## config.mk

```make
export PLATFORM = sky130hd
export DESIGN_NAME = pipelined_datapath_flat
export DESIGN_NICKNAME = d
export VERILOG_FILES = /design/src/rtl/pipelined_datapath_pkg.sv /design/src/rtl/pipelined_datapath_if.sv /design/src/rtl/pipelined_alu.sv /design/src/rtl/pipelined_datapath.sv /design/src/flat_wrapper.sv
export SDC_FILE = /design/constraint.sdc
export NUM_CORES = 2
export LEC_CHECK = 0
export CORE_UTILIZATION = 58
export CTS_CLUSTER_DIAMETER = 100
export DETAILED_ROUTE_END_ITERATION = 6
export GPL_ROUTABILITY_DRIVEN = 0
export PLACE_DENSITY = 0.83
export SYNTH_ARGS = -nofsm -noshare
export SYNTH_HDL_FRONTEND = slang
export SYNTH_SLANG_ARGS = --single-unit
export TNS_END_PERCENT = 30
```

## constraint.sdc

```tcl
create_clock -name clk -period 3.7 [get_ports clk]
set_clock_uncertainty 0.15 [all_clocks]
set_input_delay 0.74 -clock clk [delete_from_list [all_inputs] [get_ports clk]]
set_output_delay 0.74 -clock clk [all_outputs]
set_load 0.005 [all_outputs]
```

## src/rtl/pipelined_datapath_pkg.sv

```systemverilog
// Shared encodings for the 3-stage ALU datapath: instruction field positions,
// ALU function codes and the immediate sign-extension helper.
`timescale 1ns/1ps
package pipelined_datapath_pkg;

  localparam int unsigned WORD_W  = 32;
  localparam int unsigned REG_AW  = 5;
  localparam int unsigned IMM_W   = 16;
  localparam int unsigned FUNC_W  = 3;

  localparam int unsigned OP_LSB  = 26;
  localparam int unsigned RS_LSB  = 21;
  localparam int unsigned RT_LSB  = 16;
  localparam int unsigned RD_LSB  = 11;
  localparam int unsigned IMM_LSB = 0;
  localparam int unsigned IMM_BIT = 3;

  typedef enum logic [FUNC_W-1:0] {
    FUNC_MOV  = 3'b000,
    FUNC_NOT  = 3'b001,
    FUNC_AND  = 3'b010,
    FUNC_ADD  = 3'b011,
    FUNC_NOR  = 3'b100,
    FUNC_NAND = 3'b101,
    FUNC_SUB  = 3'b110,
    FUNC_SLT  = 3'b111
  } alu_func_e;

  function automatic logic [WORD_W-1:0] sign_ext(input logic [IMM_W-1:0] imm);
    return {{(WORD_W-IMM_W){imm[IMM_W-1]}}, imm};
  endfunction

endpackage

```

## src/rtl/pipelined_datapath_if.sv

```systemverilog
// Instruction-in / result-out bus of the pipelined datapath.
`timescale 1ns/1ps
interface pipelined_datapath_if #(
  parameter int unsigned DATA_W = 32
);
  logic [DATA_W-1:0] InstrIn;
  logic [DATA_W-1:0] Out;

  modport master (output InstrIn, input Out);
  modport slave  (input InstrIn, output Out);
endinterface

```

## src/rtl/pipelined_alu.sv

```systemverilog
// Purely combinational ALU: eight functions selected by a 3-bit code.
`timescale 1ns/1ps
module pipelined_alu
  import pipelined_datapath_pkg::*;
#(
  parameter int unsigned DATA_W = 32
) (
  input  logic [DATA_W-1:0] a,
  input  logic [DATA_W-1:0] b,
  input  alu_func_e         func,
  output logic [DATA_W-1:0] y
);

  always_comb begin
    y = '0;
    unique case (func)
      FUNC_MOV:  y = a;
      FUNC_NOT:  y = ~a;
      FUNC_AND:  y = a & b;
      FUNC_ADD:  y = a + b;
      FUNC_NOR:  y = ~(a | b);
      FUNC_NAND: y = ~(a & b);
      FUNC_SUB:  y = a - b;
      FUNC_SLT:  y = DATA_W'($signed(a) < $signed(b));
      default:   y = '0;
    endcase
  end

endmodule

```

## src/rtl/pipelined_datapath.sv

```systemverilog
// 3-stage ALU pipeline (IR -> decode/read -> execute/write-back) with a 32x32
// register file; no forwarding, so dependents must be spaced by software.
`timescale 1ns/1ps
module pipelined_datapath
  import pipelined_datapath_pkg::*;
#(
  parameter int unsigned DATA_W = 32,
  parameter int unsigned NREG   = 32
) (
  input  logic                 clk,
  input  logic                 rst,
  pipelined_datapath_if.slave  bus
);

  // op[5:4] are don't-care, so only the low 30 instruction bits are latched.
  logic [OP_LSB+IMM_BIT:0] ir;

  logic [DATA_W-1:0] regs [NREG];

  logic [REG_AW-1:0] rs, rt, rd, dest_d;
  logic [IMM_W-1:0]  imm;
  logic              imm_sel;
  alu_func_e         func_d;
  logic [DATA_W-1:0] rs_val, rt_val, opnd_b;

  logic [DATA_W-1:0] a_q, b_q, alu_y, out_q;
  alu_func_e         func_q;
  logic [REG_AW-1:0] dest_q;

  always_comb begin
    rs      = ir[RS_LSB +: REG_AW];
    rt      = ir[RT_LSB +: REG_AW];
    rd      = ir[RD_LSB +: REG_AW];
    imm     = ir[IMM_LSB +: IMM_W];
    imm_sel = ir[OP_LSB + IMM_BIT];
    func_d  = alu_func_e'(ir[OP_LSB +: FUNC_W]);
    rs_val  = (rs == '0) ? '0 : regs[rs];
    rt_val  = (rt == '0) ? '0 : regs[rt];
    opnd_b  = imm_sel ? sign_ext(imm) : rt_val;
    dest_d  = imm_sel ? rt : rd;
  end

  pipelined_alu #(.DATA_W(DATA_W)) u_alu (
    .a    (a_q),
    .b    (b_q),
    .func (func_q),
    .y    (alu_y)
  );

  always_ff @(posedge clk or negedge rst) begin
    if (!rst) begin
      ir     <= '0;
      a_q    <= '0;
      b_q    <= '0;
      func_q <= FUNC_MOV;
      dest_q <= '0;
      out_q  <= '0;
      for (int unsigned i = 0; i < NREG; i++) begin
        regs[i] <= DATA_W'(i);
      end
    end else begin
      ir     <= bus.InstrIn[OP_LSB+IMM_BIT:0];
      a_q    <= rs_val;
      b_q    <= opnd_b;
      func_q <= func_d;
      dest_q <= dest_d;
      out_q  <= alu_y;
      if (dest_q != '0) begin
        regs[dest_q] <= alu_y;
      end
    end
  end

  assign bus.Out = out_q;

endmodule

```

## src/flat_wrapper.sv

```systemverilog
// flat-port wrapper written by rule: the top's interface ports become plain ports
module pipelined_datapath_flat import pipelined_datapath_pkg::*;
#(
  parameter int unsigned DATA_W = 32,
  parameter int unsigned NREG   = 32
)
  (clk, rst, bus_InstrIn, bus_Out);
  pipelined_datapath_if #(.DATA_W(DATA_W)) bus_i ();
  input  logic clk;
  input  logic rst;
  input wire logic [$bits(bus_i.InstrIn)-1:0] bus_InstrIn;
  output wire logic [$bits(bus_i.Out)-1:0] bus_Out;
  assign bus_i.InstrIn = bus_InstrIn;
  assign bus_Out = bus_i.Out;
  pipelined_datapath #(.DATA_W(DATA_W), .NREG(NREG)) u_core (.clk(clk), .rst(rst), .bus(bus_i));
endmodule
```

==> flow_summary.ini <==
[timing]
maxSlewViolCount = 0
finalHoldViolCount = 0
worst_slack_ns = -0.04693
setup_viol = 2
relSlewSlack_pct = 12.04
hold-worst-slack_ns = 0.2083
period_share_pct = 101.3
worstMarginPinSlew_ns = 1.315
timing.fmax_mhz = 266.9
rsz0062_at_grt = yes
min_period_ns = 3.747

[detailed_routing]
ant_nets = 0
dr.pass1.iters = 7
drt_iter0_markers = 10011
viasPerCell = 7.490
route.detailed.drc = 9
vias = 56979
wirelength_um = 230000
wl_per_cell_um = 30.23

[setup_path]
cp_max_fo = 20
crit_type = flop to flop
end_kind = flop
crit_slowest_cell = dfrtp_4
max_stage_delay_ns = 0.83
critPathBufInv = 1
crit_path_start_kind = flop
crit_arrival_ns = 4.09
cp.required_ns = 4.04
critPathTopFamily = compound AO/OA/AOI/OAI gates
path_cells = buf_4, mux2_2, a21oi_1, o21ai_0, o22ai_1, nor2_1, a21oi_1, o21ai_0

[logic_synthesis]
synthArstFlopShare_pct = 100.0
yosysTopAreaCellShare_pct = 41.02
syn_nets = 6263
syn_area_sq_um = 65760
seq_area_frac_synth_pct = 44.22
synthCells = 6126
synth_edf_count = 0
synth_most_common_cell = dfrtp_1
synthTopCellsByArea = dfrtp_1 41%, mux4_2 15%, mux2_2 5.4%
ys_warn_count = 0
synth-main-ff-cell = dfrtp_1
synth_top_area_cell = dfrtp_1
ys_seq_elements = 1158
yosys.cell_types.count = 81
synth_common_cells = 1078 x dfrtp_1, 772 x nand2_1, 644 x o21ai_0
avgSynthCellArea_sq_um = 10.73

[global_routing]
grt_pass1_vias = 57119
grt_max_degree = 72
grt_pass1_wl_um = 345400
grt_usage_pct = 39.71
gr-total-overflow = 0
antenna_found_initial = 13

[pwr]
pwr-share-comb_pct = 39.4
p_int_mw = 37.03
clkPwrFrac_pct = 21.4
total_power_mw = 59.60
powerDensity_nw_per_um2 = 800.4
vdd_drop_max_v = 0.0005064
netSwitchingPower_mw = 22.58
p_sw_share_pct = 37.88
p_leak_nw = 30.96
seq_power_share_pct = 39.2

[floorplanning]
core_area_sq_um = 112500
rows = 123
die_h_um = 338.7
die_w_um = 338.7
die_area_sq_um = 114700
pin_count = 66
initial_utilization_pct = 58.45

[finish]
drive_above_1_share_pct = 26.53
fin_cells = 7607
final_cell_area_sq_um = 74470
areaGrowthSynthToFinish_pct = 13.25
finalNetCount = 6136

[clocking]
clock_sink_count = 1158
path_clk_slew_ns = 0.06
htree_levels = 3
tritoncts = done
clk_latency_ns = 0.77
clock_path_buffers = 3
cts-buffers-inserted = 116
root_buffer = clkbuf_16

[outcome]
status = finished with violations
violations = DRC, setup timing

[hold_path]
min_path_type = flop to flop

[run]
max_cap_viol_count = 0

[placed_design]
place_inst = 7374
port_buffers = 63
dp_slack_ns = -0.1060
dp_hpwl_um = 140600
placed_cell_area_sq_um = 70030
[cells by family after synthesis]
kind of cell	share of synthesized area, %
compound gates	15.76
simple gates	9.114
flops	44.22
mux	24.29
buf+inv	4.557
fa+ha+maj	1.983
xor+xnor	0.07992
[final timing paths]
check	slack, ns	start	endpoint	depth (start not counted)
worst max-delay path	-0.05	u_core.ir[16]	u_core.b_q[0]	8
worst min-delay path	0.21	u_core.ir[28]	u_core.func_q[2]	0
worst max register to register	-0.05	u_core.ir[16]	u_core.b_q[0]	8
worst min register to register	0.21	u_core.ir[28]	u_core.func_q[2]	0
max in group asynchronous	1.87	rst	u_core.regs[178]	4
min in group asynchronous	0.41	rst	u_core.regs[551]	2
[layer usage]
metal	wire (um)	global-route usage, %
met2	97140	56.90
met4	20950	29.19
met1	76280	48.79
met5	469	1.125
met3	35150	15.47
[flip-flops by register name, indices dropped and copies added, names as in the netlist]
name and flops:
u_core.regs 1024, u_core.a_q 32, u_core.b_q 32, u_core.bus.Out 32
u_core.ir 30, u_core.dest_q 5, u_core.func_q 3
[power groups by stage]
stage          clock [mW]  sequential (mW)  combinational [mW]
2_1_floorplan           0             21.4                15.4
3_3_place_gp            0             22.4                21.1
3_5_place_dp            0             23.0                22.0
4_1_cts              12.7             23.0                22.3
5_1_grt              13.3             23.8                24.9
6_report             12.8             23.4                23.5
[worst register-to-register path: cells and delay by family (launching register included)]
family | cells | cell delay, ns
AOI/OAI and AO/OA | 5 | 1.62
buffers and inverters | 1 | 0.39
muxes | 1 | 0.37
DFF | 1 | 0.83
and+or+nand+nor | 1 | 0.11
[metrics by stage]
step	TNS, ns	utilization (%)
after detailed placement	-4.176	62.25
after global routing	-0.1405	66.19
after floorplan	0	-
after global placement	-4.279	62.25
final	-0.05452	66.19
after CTS	-0.01166	65.95
[repair_timing]
action	in CTS	in global routing
resized for setup	9	37
endpoints found under the hold margin	59	0
gates cloned	0	3
hold buffers	1	0
setup buffers	0	3
endpoints found under the setup margin	161	580
pin swaps	0	8
[layout make-up]
class | instances | area, sq um
multi-input combinational | 4182 | 34270
fill | 7600 | 38030
clock inverter | 58 | 763.2
clock buffer | 163 | 3372
antenna | 5 | 12.51
timing repair buffer | 428 | 4632
sequential | 1158 | 29120
inverter | 113 | 424.2
tap | 1500 | 1877
[layout by cell type (no fill, tap or decap), types with 62 or more instances in the layout]
| cell type | instances |
|---|---|
| dfrtp_1 | 1065 |
| buf_12 | 96 |
| o221ai_1 | 77 |
| clkdlybuf4s50_1 | 62 |
| nand4_1 | 71 |
| o21ai_0 | 635 |
| buf_4 | 265 |
| mux2i_1 | 224 |
| nor2_1 | 265 |
| o211ai_1 | 73 |
| o31ai_1 | 105 |
| inv_1 | 111 |
| nand2_1 | 741 |
| clkbuf_16 | 121 |
| a31oi_1 | 103 |
| mux2_2 | 317 |
| nor3_1 | 123 |
| a21oi_1 | 282 |
| a211oi_1 | 64 |
| dfstp_2 | 80 |
| ha_1 | 89 |
| mux4_2 | 451 |
| o22ai_1 | 74 |
Power figures use the tool's default switching activity.
